`config.mk`:
```
export PLATFORM = sky130hd
export DESIGN_NAME = cdc_2phase_rx_fifo_flat
export DESIGN_NICKNAME = d
export VERILOG_FILES = /design/src/rtl/cdc_2phase_rx_fifo_if.sv /design/src/rtl/cdc_2phase_rx_fifo.sv /design/src/flat_wrapper.sv
export SDC_FILE = /design/constraint.sdc
export NUM_CORES = 1
export LEC_CHECK = 0
export BUFFER_PORTS_ARGS = -buffer_cell sky130_fd_sc_hd__buf_4
export CAP_MARGIN = 0
export CORE_MARGIN = 3
export CORE_UTILIZATION = 45
export DETAILED_ROUTE_END_ITERATION = 8
export PLACE_DENSITY_LB_ADDON = 0.05
export SKIP_LAST_GASP = 1
export SYNTH_ARGS = -nofsm -noshare
export SYNTH_HDL_FRONTEND = slang
export SYNTH_SLANG_ARGS = --single-unit
```
`constraint.sdc`:
```
create_clock -name clk_i -period 3.94 [get_ports clk_i]
set_input_delay 0.197 -clock clk_i [delete_from_list [all_inputs] [get_ports clk_i]]
set_output_delay 0.197 -clock clk_i [all_outputs]
set_load 0.005 [all_outputs]
```
`src/rtl/cdc_2phase_rx_fifo_if.sv`:
```
// Bundle of the two-phase link (req/data/ack) and the valid/ready stream of cdc_2phase_rx_fifo.
// slave = FIFO side, master = the sender/consumer environment.
interface cdc_2phase_rx_fifo_if #(
   parameter type         T     = logic,
   parameter int unsigned DEPTH = 4
);
   localparam int unsigned UW = $clog2(DEPTH + 1);

   logic          async_req_i;
   T              async_data_i;
   logic          async_ack_o;
   T              data_o;
   logic          valid_o;
   logic          ready_i;
   logic [UW-1:0] usage_o;
   logic          err_o;

   modport slave (
      input  async_req_i, async_data_i, ready_i,
      output async_ack_o, data_o, valid_o, usage_o, err_o
   );

   modport master (
      output async_req_i, async_data_i, ready_i,
      input  async_ack_o, data_o, valid_o, usage_o, err_o
   );
endinterface

```
`src/rtl/cdc_2phase_rx_fifo.sv`:
```
// Clocked receiver for a two-phase bundled-data link: synchronizes req, captures into a FIFO,
// acks on capture. Optional sticky protocol error under `CDC_2PHASE_RX_ERR_EN.
module cdc_2phase_rx_fifo #(
   parameter type         T           = logic,
   parameter int unsigned DEPTH       = 4,
   parameter int unsigned SYNC_STAGES = 2
) (
   input  logic                clk_i,
   input  logic                rst_ni,
   input  logic                clr_i,
   cdc_2phase_rx_fifo_if.slave bus
);
   localparam int unsigned PW = (DEPTH > 1) ? $clog2(DEPTH) : 1;
   localparam int unsigned UW = $clog2(DEPTH + 1);

   logic [SYNC_STAGES-1:0] sync_q, sync_d;
   logic                   ack_q, ack_d;
   logic [PW-1:0]          wptr_q, wptr_d;
   logic [PW-1:0]          rptr_q, rptr_d;
   logic [UW-1:0]          count_q, count_d;
   T                       mem_q [DEPTH];

   logic req_s;
   logic pending;
   logic push;
   logic pop;

   assign req_s   = sync_q[SYNC_STAGES-1];
   assign pending = req_s ^ ack_q;
   // A flush cycle refuses the capture, so the item stays pending and is taken afterwards.
   assign push    = pending && (count_q < UW'(DEPTH)) && !clr_i;
   assign pop     = (count_q != '0) && bus.ready_i;

   always_comb begin
      sync_d  = {sync_q[SYNC_STAGES-2:0], bus.async_req_i};
      ack_d   = ack_q;
      wptr_d  = wptr_q;
      rptr_d  = rptr_q;
      count_d = count_q + UW'(push) - UW'(pop);
      if (push) begin
         ack_d  = ~ack_q;
         wptr_d = wptr_q + PW'(1);
      end
      if (pop) begin
         rptr_d = rptr_q + PW'(1);
      end
      // Flush leaves sync chain and ack phase alone to stay in step with the sender.
      if (clr_i) begin
         wptr_d  = '0;
         rptr_d  = '0;
         count_d = '0;
      end
   end

   always_ff @(posedge clk_i) begin
      if (!rst_ni) begin
         sync_q  <= '0;
         ack_q   <= 1'b0;
         wptr_q  <= '0;
         rptr_q  <= '0;
         count_q <= '0;
      end else begin
         sync_q  <= sync_d;
         ack_q   <= ack_d;
         wptr_q  <= wptr_d;
         rptr_q  <= rptr_d;
         count_q <= count_d;
      end
   end

   // Storage needs no reset; occupancy alone decides what is valid.
   always_ff @(posedge clk_i) begin
      if (push) begin
         mem_q[wptr_q] <= bus.async_data_i;
      end
   end

   assign bus.async_ack_o = ack_q;
   assign bus.data_o      = mem_q[rptr_q];
   assign bus.valid_o     = (count_q != '0);
   assign bus.usage_o     = count_q;

`ifdef CDC_2PHASE_RX_ERR_EN
   logic req_prev_q;
   logic err_q, err_d;

   // A new req edge while the previous phase was still unacknowledged is a double toggle.
   always_comb begin
      err_d = err_q;
      if ((req_s != req_prev_q) && (req_prev_q != ack_q)) begin
         err_d = 1'b1;
      end
      if (clr_i) begin
         err_d = 1'b0;
      end
   end

   always_ff @(posedge clk_i) begin
      if (!rst_ni) begin
         req_prev_q <= 1'b0;
         err_q      <= 1'b0;
      end else begin
         req_prev_q <= req_s;
         err_q      <= err_d;
      end
   end

   assign bus.err_o = err_q;
`else
   assign bus.err_o = 1'b0;
`endif

endmodule
```
`src/flat_wrapper.sv`:
```
// flat-port wrapper written by rule: the top's interface ports become plain ports
module cdc_2phase_rx_fifo_flat 
#(
   parameter type         T           = logic,
   parameter int unsigned DEPTH       = 4,
   parameter int unsigned SYNC_STAGES = 2
)
  (clk_i, rst_ni, clr_i, bus_async_req_i, bus_async_data_i, bus_ready_i, bus_async_ack_o, bus_data_o, bus_valid_o, bus_usage_o, bus_err_o);
  cdc_2phase_rx_fifo_if #(.T(T), .DEPTH(DEPTH)) bus_i ();
  input  logic clk_i;
  input  logic rst_ni;
  input  logic clr_i;
  input wire logic [$bits(bus_i.async_req_i)-1:0] bus_async_req_i;
  input wire logic [$bits(bus_i.async_data_i)-1:0] bus_async_data_i;
  input wire logic [$bits(bus_i.ready_i)-1:0] bus_ready_i;
  output wire logic [$bits(bus_i.async_ack_o)-1:0] bus_async_ack_o;
  output wire logic [$bits(bus_i.data_o)-1:0] bus_data_o;
  output wire logic [$bits(bus_i.valid_o)-1:0] bus_valid_o;
  output wire logic [$bits(bus_i.usage_o)-1:0] bus_usage_o;
  output wire logic [$bits(bus_i.err_o)-1:0] bus_err_o;
  assign bus_i.async_req_i = bus_async_req_i;
  assign bus_i.async_data_i = bus_async_data_i;
  assign bus_i.ready_i = bus_ready_i;
  assign bus_async_ack_o = bus_i.async_ack_o;
  assign bus_data_o = bus_i.data_o;
  assign bus_valid_o = bus_i.valid_o;
  assign bus_usage_o = bus_i.usage_o;
  assign bus_err_o = bus_i.err_o;
  cdc_2phase_rx_fifo #(.T(T), .DEPTH(DEPTH), .SYNC_STAGES(SYNC_STAGES)) u_core (.clk_i(clk_i), .rst_ni(rst_ni), .clr_i(clr_i), .bus(bus_i));
endmodule
```
# --- Yosys cells after proc, flatten, opt, wreduce, memory -nomap -nowiden ---
# Memory sizes are Yosys's and may differ from the RTL's. A register that Yosys moved wholly into a read port is not among the register bits.
# Cells that the tools add are included.
op_classes:
  add_sub_neg: 4
  multipliers: 0
  n_div: 0
  n_lt_le_gt_ge: 1
  eq_ne: 0
  shift: 0
  muxes: 4
  n_bitwise: 3
  n_reduce_logical: 6
op_table:
  columns: ["op", "count"]
  rows:
  - ["adder 2 x 1 -> 2 bit (second input constant)", 2]
  - ["2-to-1 mux 2 bit", 2]
  - ["adder 3 x 1 -> 3 bit", 1]
  - ["logical AND 1 bit", 3]
  - ["less-than comparator 3 bit (second input constant)", 1]
  - ["nonzero test 3 bit", 1]
  - ["subtractor 3 x 1 -> 3 bit", 1]
  - ["2-to-1 mux 1 bit", 2]
  - ["NOT 1 bit", 2]
  - ["OR reduction 2 bit", 1]
  - ["logical NOT 1 bit", 1]
  - ["bitwise XOR 1 bit", 1]
totals:
  register_bits: 10
  latch_bits: 0
  ram_bits: 4
  romBits: 0
  n_memories: 1
mem_list:
  columns: ["name", "words", "width", "rd", "rd_clocked_by_memory_dff", "wr", "line", "source"]
  rows:
  - ["u_core.mem_q", 4, 1, 1, 1, 1, "cdc_2phase_rx_fifo.sv:21", "T mem_q [DEPTH];"]

# --- Depth between registers and ports, before layout ---
# Gate-level depths: netlist of run 1.
depth:
  depth_word: 5
  mapped_depth: 8
  ltp_nobuf: 8

# --- Worst setup path before layout of run 1 ---
# No wires, ideal clock.
synth_path:
  path_type: "flip-flop to flip-flop"
  from: "register u_core.count_q[1], in the netlist u_core.bus.usage_o[1]"
  to: "register u_core.count_q[2], in the netlist u_core.bus.usage_o[2]"
  setup_time_ns: 0.119
  arrival_ns: 1.907
  t_required_ns: 3.821
  slack_ns: 1.914
  path_stages_with_launch: 9
  path_buffers: 0
  period_less_slack_ns: 2.026
  path_cell_list: "dfxtp_1 > o31a_2 > ha_1 > inv_1 > ha_1 > fa_1 > xnor2_1 > xnor2_1 > nor2_1"
synth_via:
  elab_cells_between_ends: 7
  classes_between: "add/sub: 2; order compare: 1; reduce/logical: 4"
synth_rtl:
  columns: ["element", "line", "source"]
  rows:
  - ["from (decl)", "cdc_2phase_rx_fifo.sv:20", "logic [UW-1:0] count_q, count_d;"]
  - ["from (signal assigned)", "cdc_2phase_rx_fifo.sv:67", "count_q <= count_d;"]
  - ["nonzero test 3 bit", "cdc_2phase_rx_fifo.sv:32", "assign pop = (count_q != '0) && bus.ready_i;"]
  - ["logical AND 1 bit", "cdc_2phase_rx_fifo.sv:32", null]
  - ["net u_core.pop", "cdc_2phase_rx_fifo.sv:26", "logic pop;"]
  - ["subtractor 3 x 1 -> 3 bit", "cdc_2phase_rx_fifo.sv:39", "count_d = count_q + UW'(push) - UW'(pop);"]
# The timed path passes the listed nets, and every way through them passes these cells.
# A chain may end at the register's enable or synchronous reset.

# --- Worst setup path after layout of run 1 ---
# Ends and elaborated chain as after synthesis.

==> key figures, run 1 <==
Die
  • Die Span Y: 46.71 microns
  • Initial Util: 0.4838
  • Io pins: 13
  • Core Area: roughly 1500 sq um
  • Die Area: ~2200 sq um
  • Row count: 14
  • Die width: around 47 microns

Detailed routing
  • DRT Wirelength: approximately 1.0 mm
  • Pre-antenna DRT Iters: 2
  • Mean number of vias per cell: 4.872
  • Via count: 458
  • Wire per inst: between 10 and 15 microns
  • DRC: 0
  • Iteration-0 DRC Markers: 1
  • DRT antenna net count: 0

Setup path
  • CP max-delay cell: dfxtp_1
  • Worst r2r path cells: 8
  • CP Cell Sequence: o31a_2 -> ha_1 -> inv_1 -> ha_1 -> fa_1 -> xnor2_1 -> xnor2_1 -> nor2_1
  • Crit-path max cell delay: approximately 380 ps
  • Reg-to-Reg End: u_core.bus.usage_o[2]
  • Worst setup EP type: flip-flop
  • Crit start category: flip-flop
  • Kind of critical path: flip-flop to flip-flop
  • Arr. time, crit path: approximately 2300 ps
  • Worst-path fanout max: 6
  • R2R setup slack: roughly 1800 ps
  • Worst flop-to-flop path startpoint: u_core.bus.usage_o[1]
  • CP required: around 4000 ps

CTS
  • TritonCTS clock tree: built
  • Worst-skew pair later-pin latency: 280 ps
  • Clock tree buffer depth: 2
  • Post-CTS setup buffers: 0
  • Clock sinks: 16
  • Reg clk slew, reported paths: around 90 ps
  • Clk Tree Root Cell: clkbuf_4
  • H-tree Lvls: 1
  • Cts hold-fix bufs: 0
  • TritonCTS Buffers: 3
  • Post-CTS sizing: 0

Hold path
  • Hold Crit Start: bus_async_data_i
  • Hold WC Path Type: primary input to flip-flop
  • Hold path cells: 1
  • Worst hold endpoint: u_core.mem_q[2]

Timing
  • Final Hold Fails: 0
  • RSZ-0062 raised after global routing: false
  • Final critical-path required period: approximately 2100 ps
  • Post-route clock period utilization: 0.5364
  • Post-route clock skew: 5.589 ps
  • Final setup violation count: 0
  • Slew Viols, Final: 0
  • Fmax: 473.2 MHz
  • Final setup TNS: 0 ps

Layout
  • Commonest non-fill, non-tap cell in the layout: dfxtp_1
  • Commonest cells after routing, fill and taps aside: dfxtp_1, buf_4, inv_1, ha_1
  • Design Area, Final: about 870 sq um
  • Register Area: ~360 sq um
  • Area of the multi-input gates: 355.3 sq um
  • Area delta synth->final: 16.28%
  • Fill cells: 144
  • Antenna cells: 0
  • NumNets Final: slightly above 90
  • Layout cells sized above 1: 0.3205

Global routing
  • Initial antenna violation count: 0
  • Overall global routing resource usage: 0.1216
  • Largest net degree at the start of global routing: 10
  • Number of global-route vias before repair: between 400 and 500
  • Congestion Overflow GR: 0
  • First-pass GRT wire length: 1.807 mm

Placement
  • Routability congestion estimate: roughly 0.7
  • Post-DP HPWL: ~850 microns
  • Placed instance area: ~840 sq um
  • Port Buffer Count: 11

Power
  • Clock power share: 0.297
  • Peak supply drop: 0.1656 mV
  • Sequential power share: 0.605
  • Comb power frac: 0.098
  • P_sw: 0.00006462 W
  • Pint: roughly 0.00022 W
  • P_leak: between 0.3 and 0.4 nW
  • Cell Pwr Density: between 300 and 400 nW/um^2
  • Final Power: between 0.0002 and 0.0003 W
  • Switching Fraction: 0.2242

Logic synthesis
  • #FFs+latches synth: 16
  • Synth cell types: 28
  • Post-synth net total: a little under 80
  • Syn Area/Cell: 11.65 sq um
  • Syn Inst Count: 64
  • Register area share after synthesis: 0.4832
  • Synth warnings: 0
  • Mapped Area: between 700 and 800 sq um

Run status
  • Status: complete, no violations

Job
  • Max cap viols: 0
[worst max-delay path, delay by kind of cell (launching register included)]
family / cells / cell delay [ps]
AOI/OAI and AO/OA: 1 / 380
xor gates and xnor gates: 2 / 340
adders and majority gates: 3 / 840
buffers and inverters: 1 / 40
DFF: 1 / 380
and+or+nand+nor: 1 / 50
[stage by stage]
stage / hold WS [ps] / setup WS (ps) / std cells / utilization
finish: 115.5 / 1827 / 94 / 0.5625
global route: 94.13 / 1773 / 94 / 0.5625
CTS: 103.3 / 1807 / 94 / 0.5625
detailed placement: 406.1 / 1812 / 90 / 0.5455
global placement: 399.8 / 1859 / 90 / 0.5455
floorplan: 295.9 / 1914 / 64 / -
[layout make-up]
type | count | area share
clock buffers | 3 | 0.02597
clock inverters | 1 | 0.004329
inverters | 6 | 0.02597
multi-input cells | 41 | 0.4098
flip-flops and latches | 16 | 0.4156
well taps | 16 | 0.02309
repair buffers | 11 | 0.09524
[cell usage after synthesis]
cell / number / share of area
fa_1: 1 / 0.027
edfxtp_1: 4 / 0.16
nor2_2: 1 / 0.0084
o21ai_0: 1 / 0.0067
xnor2_1: 2 / 0.023
buf_4: 1 / 0.010
ha_1: 6 / 0.10
nor2_1: 4 / 0.020
xor2_1: 1 / 0.012
o31ai_2: 1 / 0.017
o31a_2: 1 / 0.013
o311ai_1: 1 / 0.012
and3_2: 4 / 0.040
a21boi_0: 1 / 0.010
nand4_1: 1 / 0.0084
mux2i_1: 1 / 0.013
or3_1: 1 / 0.0084
nor2b_1: 1 / 0.0084
xor2_2: 1 / 0.022
nand2_1: 3 / 0.015
and2_4: 1 / 0.012
inv_1: 6 / 0.030
nand2b_1: 1 / 0.0084
dfxtp_1: 12 / 0.32
conb_1: 1 / 0.0050
and2_1: 4 / 0.034
xnor2_2: 1 / 0.022
mux4_2: 1 / 0.030
[logic make-up (layout without fill, tap and decap cells)]
| group | after synthesis | after routing | synth area share |
|---|---|---|---|
| fa+ha+maj | 7 | 7 | 0.1275 |
| simple gates | 21 | 21 | 0.1628 |
| buf+inv | 7 | 21 | 0.04027 |
| compound gates | 5 | 5 | 0.05872 |
| mux | 2 | 2 | 0.04362 |
| other cells | 1 | 1 | 0.005029 |
| flops | 16 | 16 | 0.4832 |
| xor+xnor | 5 | 5 | 0.07888 |
[per-layer routing]
metal,track usage,share of wire
met2,0.1813,0.46
met1,0.1583,0.48
met3,0.03516,0.053
met4,0.06630,0.0086
met5,0,0
[power groups by stage]
stage / registers (W) / logic (W) / clock network (W)
6_report: 0.000174 / 0.0000283 / 0.0000855
5_1_grt: 0.000175 / 0.0000321 / 0.0000960
4_1_cts: 0.000175 / 0.0000288 / 0.0000907
3_5_place_dp: 0.000178 / 0.0000287 / 0
3_3_place_gp: 0.000178 / 0.0000282 / 0
2_1_floorplan: 0.000178 / 0.0000172 / 0
[worst max path at each step]
stage	slack (ps)	end	start	cells after the start
2_1_floorplan	1910	u_core.bus.usage_o[2]	u_core.bus.usage_o[1]	8
4_1_cts	1810	u_core.bus.usage_o[2]	u_core.bus.usage_o[1]	8
3_3_place_gp	1860	u_core.bus.usage_o[2]	u_core.bus.usage_o[1]	8
3_5_place_dp	1810	u_core.bus.usage_o[2]	u_core.bus.usage_o[1]	8
5_1_grt	1770	u_core.bus.usage_o[2]	u_core.bus.usage_o[2]	8
6_report	1830	u_core.bus.usage_o[2]	u_core.bus.usage_o[1]	8
Power figures use the tool's default switching activity.
==> run 2, diff against run 1 <==
==> constraint.sdc (replaced) <==
create_clock -name clk_i -period 1.7 [get_ports clk_i]
set_input_delay 0.085 -clock clk_i [delete_from_list [all_inputs] [get_ports clk_i]]
set_output_delay 0.085 -clock clk_i [all_outputs]
set_load 0.005 [all_outputs]
==> run 2 against run 1 <==
Effect of this change: the flow now finishes with violations (setup timing); critical path depth stayed put; die area stayed put; sequential power is 130% higher; maximum frequency is 10% higher; critical endpoint unchanged.
==> key figures, run 2 (synthesis results as in run 1) <==
Setup path
  • Kind of critical path: flip-flop to flip-flop
  • Crit start category: flip-flop
  • Crit path buf inv count: 1 (unchanged)
  • CP required: 1880 ps (-2240 ps)
  • Crit path max-delay family: adder cells
  • Arr. time, crit path: 2100 ps (-190 ps)
  • CP Cell Sequence: o31a_4 -> ha_4 -> inv_2 -> ha_4 -> fa_2 -> xnor2_2 -> xnor2_1 -> nor2_1
  • Worst setup EP type: flip-flop
  • Crit-path max cell delay: 360 ps (-20 ps)
  • CP max-delay cell: o31a_4
  • Worst-path fanout max: 2 (-4)
  • R2R setup slack: -220 ps (-2050 ps)
  • Worst path most repeated cell: ha_4

Power
  • Cell Pwr Density: 704.5 nW/um^2 (+110%)
  • Switching Fraction: 0.2298 (+0.005612)
  • Pint: 0.0005357 W (+140%)
  • P_sw: 0.0001598 W (+150%)
  • Final Power: 0.0006955 W (+140%)
  • P_leak: 0.4251 nW (+15%)
  • Sequential power share: 0.577 (-0.028)
  • Clock power share: 0.289 (-0.008)
  • Comb power frac: 0.134 (+0.036)
  • Peak supply drop: 0.4123 mV (+150%)

Timing
  • Post-route clock period utilization: 1.129 (+0.5924)
  • Final setup violation count: 2 (+2)
  • RSZ-0062 raised after global routing: true
  • Final WS setup: -218.8 ps (-2046 ps)
  • Slew Viols, Final: 0 (unchanged)
  • Final setup TNS: -307.7 ps (-307.7 ps)
  • Post-route clock skew: 5.855 ps (+0.2661 ps)
  • Fmax: 521.2 MHz (+10%)
  • Final Hold Fails: 0 (unchanged)
  • Final critical-path required period: 1919 ps (-194.4 ps)

Global routing
  • Largest net degree at the start of global routing: 10 (unchanged)
  • Initial antenna violation count: 0 (unchanged)
  • Congestion Overflow GR: 0 (unchanged)
  • Overall global routing resource usage: 0.1421 (+0.02044)
  • Number of global-route vias before repair: 489 (+13%)
  • First-pass GRT wire length: 2.028 mm (+12%)

Die
  • Die Span Y: 46.71 microns (unchanged)
  • Die width: 46.71 microns (unchanged)
  • Die Area: 2182 sq um (unchanged)
  • Initial Util: 0.4838 (unchanged)
  • Row count: 14 (unchanged)
  • Core Area: 1541 sq um (unchanged)
  • Io pins: 13 (unchanged)

Run status
  • Status: complete, but fails checks
  • Failing checks: setup timing

Layout
  • Register Area: 365.4 sq um (+1.4%)
  • Antenna cells: 0 (unchanged)
  • Area of the multi-input gates: 397.9 sq um (+12%)
  • NumNets Final: 101 (+9.8%)
  • Commonest non-fill, non-tap cell in the layout: buf_4
  • Layout cells sized above 1: 0.4483 (+0.1278)
  • Design Area, Final: 987.2 sq um (+14%)
  • Area delta synth->final: 32.38%
  • Fill cells: 134 (-6.9%)
  • Commonest cells after routing, fill and taps aside: buf_4, dfxtp_1, inv_1

CTS
  • Post-CTS sizing: 0 (unchanged)
  • Reg clk slew, reported paths: 90 ps (about the same)
  • Worst-skew pair later-pin latency: 280 ps (about the same)
  • TritonCTS clock tree: built
  • Clk Tree Root Cell: clkbuf_4
  • TritonCTS Buffers: 3 (unchanged)
  • Post-CTS setup buffers: 0 (unchanged)
  • Clock sinks: 16 (unchanged)
  • H-tree Lvls: 1 (unchanged)
  • Clock tree buffer depth: 2 (unchanged)

Placement
  • Routability congestion estimate: 0.7120 (+4.3%)
  • Place WS: -224.8 ps (-2037 ps)
  • Post-DP HPWL: 941.6 microns (+11%)
  • Port Buffer Count: 11 (unchanged)
  • Placed instance area: 940.9 sq um (+12%)

Detailed routing
  • Pre-antenna DRT Iters: 2 (unchanged)
  • DRT Wirelength: 1.198 mm (+15%)
  • DRT antenna net count: 0 (unchanged)
  • DRC: 0 (unchanged)
  • Via count: 501 (+9.4%)
  • Wire per inst: 11.63 microns (+4.7%)
  • Mean number of vias per cell: 4.864 (-0.17%)
  • Iteration-0 DRC Markers: 7 (+6)

Hold path
  • Hold WC Path Type: primary input to flip-flop

Job
  • Max cap viols: 0 (unchanged)
run 2: cell count changes in the layout (fill, tap and decap cells not counted), sizes merged:
cell,previous run,this run
buf,11,18
dlygate4sd3,0,2
run 2: power groups by stage:
stage	registers (W)	clock network (W)	logic, W
6_report	0.000401	0.000201	0.0000930
3_5_place_dp	0.000410	0	0.0000912
4_1_cts	0.000402	0.000213	0.0000951
2_1_floorplan	0.000412	0	0.0000484
3_3_place_gp	0.000410	0	0.0000888
5_1_grt	0.000403	0.000237	0.000105
run 2: final timing paths:
kind,depth (start not counted),start,to
worst max-delay path,8,u_core.bus.usage_o[0],u_core.bus.usage_o[2]
worst min-delay path,2,rst_ni,u_core.sync_q[1]
worst max register to register,8,u_core.bus.usage_o[0],u_core.bus.usage_o[2]
worst min register to register,1,u_core.sync_q[0],u_core.sync_q[1]
run 2: cell type report:
type                    count  area share
flip-flops and latches     16      0.3701
clock inverters             1    0.003802
clock buffers               3     0.02281
inverters                   6     0.02281
multi-input cells          41      0.4030
repair buffers             20      0.1572
well taps                  16     0.02028
run 2: layer usage:
layer | GRT usage | up-vias | wire length [microns]
met5 | 0 | - | 0
li1 | - | 255 | -
met4 | 0.04972 | 0 | 14
met1 | 0.1575 | 235 | 496
met2 | 0.2280 | 9 | 623
met3 | 0.08203 | 2 | 63
run 2: what timing repair did:
action | CTS | global route
pin swaps | 3 | 0
hold endpoints to repair | 5 | 0
endpoints found under the setup margin | 2 | 2
hold buffers | 2 | 0
run 2: per-stage QoR:
| step | std cells | hold WS, ps | utilization |
|---|---|---|---|
| after floorplan | 64 | 183.9 | - |
| after global placement | 97 | 287.4 | 0.6104 |
| after detailed placement | 97 | 293.5 | 0.6104 |
| after CTS | 103 | 19.00 | 0.6404 |
| after global routing | 103 | 18.98 | 0.6404 |
| final | 103 | 26.81 | 0.6404 |
==> run 3, diff against run 2 <==
--- a/config.mk
+++ b/config.mk
@@ -8,7 +8,7 @@
 export BUFFER_PORTS_ARGS = -buffer_cell sky130_fd_sc_hd__buf_4
 export CAP_MARGIN = 0
 export CORE_MARGIN = 3
-export CORE_UTILIZATION = 45
+export CORE_UTILIZATION = 47
 export DETAILED_ROUTE_END_ITERATION = 8
 export PLACE_DENSITY_LB_ADDON = 0.05
 export SKIP_LAST_GASP = 1
==> run 3 against run 2 <==
Effect of this change: clock-buffer cell count is 1 higher; clock skew is 3.6 ps higher; combinational power fell by 2%; the run still ends with setup timing left; highest routed layer unchanged; sequential power is essentially flat; power up 0.45%; worst setup slack gained 9.9 ps; critical endpoint unchanged; largest power group unchanged; largest cell class unchanged.
==> key figures, run 3 (synthesis results as in run 1) <==
Run status
  • Failing checks: setup timing
  • Status: complete, but fails checks

CTS
  • Reg clk slew, reported paths: 90 ps (about the same)
  • Clk Tree Root Cell: clkbuf_4
  • Post-CTS sizing: 0 (unchanged)
  • Clock sinks: 16 (unchanged)
  • Worst-skew pair later-pin latency: 290 ps (about the same)
  • TritonCTS Buffers: 3 (unchanged)
  • TritonCTS clock tree: built
  • H-tree Lvls: 1 (unchanged)
  • Clock tree buffer depth: 2 (unchanged)

Detailed routing
  • Mean number of vias per cell: 4.762 (-2.1%)
  • DRC: 0 (unchanged)
  • Iteration-0 DRC Markers: 0 (-7)
  • Via count: 481 (-4.0%)
  • DRT Wirelength: 1.151 mm (-3.9%)
  • Wire per inst: 11.40 microns (-2.0%)
  • DRT antenna net count: 0 (unchanged)
  • Pre-antenna DRT Iters: 1 (-1)

Layout
  • NumNets Final: 100 (-0.99%)
  • Register Area: 365.4 sq um (unchanged)
  • Fill cells: 109 (-19%)
  • Area delta synth->final: 30.87%
  • Area of the multi-input gates: 397.9 sq um (unchanged)
  • Commonest non-fill, non-tap cell in the layout: buf_4
  • Antenna cells: 0 (unchanged)
  • Commonest cells after routing, fill and taps aside: buf_4, dfxtp_1, inv_1
  • Layout cells sized above 1: 0.4535 (+0.005213)

Power
  • P_leak: 0.4205 nW (-1.1%)
  • Cell Pwr Density: 715.9 nW/um^2 (+1.6%)
  • Peak supply drop: 0.5421 mV (+32%)

Placement
  • Post-DP HPWL: 947.9 microns (+0.67%)
  • Routability congestion estimate: 0.7771 (+9.1%)
  • Port Buffer Count: 11 (unchanged)

Die
  • Core Area: 1399 sq um (-9.3%)
  • Initial Util: 0.5331 (+0.04933)
  • Io pins: 13 (unchanged)
  • Die Area: 2100 sq um (-3.7%)
  • Die width: 45.83 microns (-1.9%)
  • Die Span Y: 45.83 microns (-1.9%)
  • Row count: 13 (-1)

Timing
  • Worst hold margin: 3.545 ps (-23.27 ps)
  • Final Hold Fails: 0 (unchanged)
  • Slew Viols, Final: 0 (unchanged)
  • Final setup violation count: 2 (unchanged)
  • Final setup TNS: -307.3 ps (+0.4260 ps)
  • Final WS setup: -208.9 ps (+9.917 ps)
  • Post-route clock period utilization: 1.123 (-0.005834)
  • Final critical-path required period: 1909 ps (-9.917 ps)
  • Post-route clock skew: 9.474 ps (+3.618 ps)
  • Fmax: 523.9 MHz (+0.52%)
  • RSZ-0062 raised after global routing: true

Global routing
  • First-pass GRT wire length: 1.925 mm (-5.1%)
  • Overall global routing resource usage: 0.1381 (-0.003964)
  • Congestion Overflow GR: 0 (unchanged)
  • Largest net degree at the start of global routing: 10 (unchanged)
  • Initial antenna violation count: 0 (unchanged)
  • Number of global-route vias before repair: 468 (-4.3%)

Setup path
  • Kind of critical path: flip-flop to flip-flop
  • Crit start category: flip-flop
  • CP required: 1870 ps (about the same)
  • Worst setup EP type: flip-flop
  • Arr. time, crit path: 2080 ps (-20 ps)
  • Worst-path fanout max: 2 (unchanged)

Hold path
  • Hold WC Path Type: primary input to flip-flop

Job
  • Max cap viols: 0 (unchanged)
[run 3: changes by cell type in the layout (fill, tap and decap cells not counted)]
cell,delta
clkinv_1,-1
dlygate4sd3_1,-1
clkbuf_1,+1
[run 3: through the flow]
step	instance area [sq um]	instances	util	total power, W	worst slack (ps)
after floorplan	793.3	64	-	0.0004606	-233.7
final	975.9	101	0.6977	0.0006987	-208.9
after CTS	975.9	101	0.6977	0.0007069	-220.8
after global placement	939.7	96	0.6717	0.0004994	-195.1
after global routing	975.9	101	0.6977	0.0007310	-264.5
after detailed placement	939.7	96	0.6717	0.0005012	-237.8
[run 3: cell type report]
type,instances,area share
multi-input combinational,41,0.4077
sequential,16,0.3744
timing repair buffer,19,0.1487
clock buffer,4,0.02692
inverter,6,0.02308
tap,15,0.01923
[run 3: per-layer routing]
metal / vias up / part of all wire / track usage
met2: 10 / 0.52 / 0.2284
li1: 254 / - / -
met1: 215 / 0.42 / 0.1495
met4: 0 / 0.0070 / 0.05114
met3: 2 / 0.053 / 0.07115
met5: - / 0 / 0
[run 3: path summary, 6_finish.rpt]
| kind | start | to | slack (ps) | depth (start not counted) |
|---|---|---|---|---|
| hold / removal | bus_async_req_i | u_core.sync_q[0] | 4 | 2 |
| hold reg to reg | u_core.sync_q[0] | u_core.sync_q[1] | 450 | 1 |
| setup / recovery | u_core.bus.usage_o[2] | u_core.bus.usage_o[2] | -210 | 8 |
| setup reg to reg | u_core.bus.usage_o[2] | u_core.bus.usage_o[2] | -210 | 8 |
[run 3: critical path, stage by stage (launching register included)]
cell	delay, ps
dfxtp_4	350
o31a_4	340
ha_4	260
inv_2	30
ha_4	140
fa_2	350
xnor2_2	140
xnor2_1	130
nor2_1	50
[run 3: power breakdown]
part            total, W  leakage [nW]  internal, W  switching (W)
logic          0.0000916         0.271    0.0000530      0.0000386
clock network   0.000206        0.0150    0.0000911       0.000115
registers       0.000401         0.135     0.000396     0.00000505
total           0.000699         0.421     0.000540       0.000158
[run 3: what timing repair did]
action	CTS	global route
setup endpoints to repair	2	2
pin swaps	1	0
buffers inserted	0	0
hold buffers	1	0
endpoints found under the hold margin	4	0
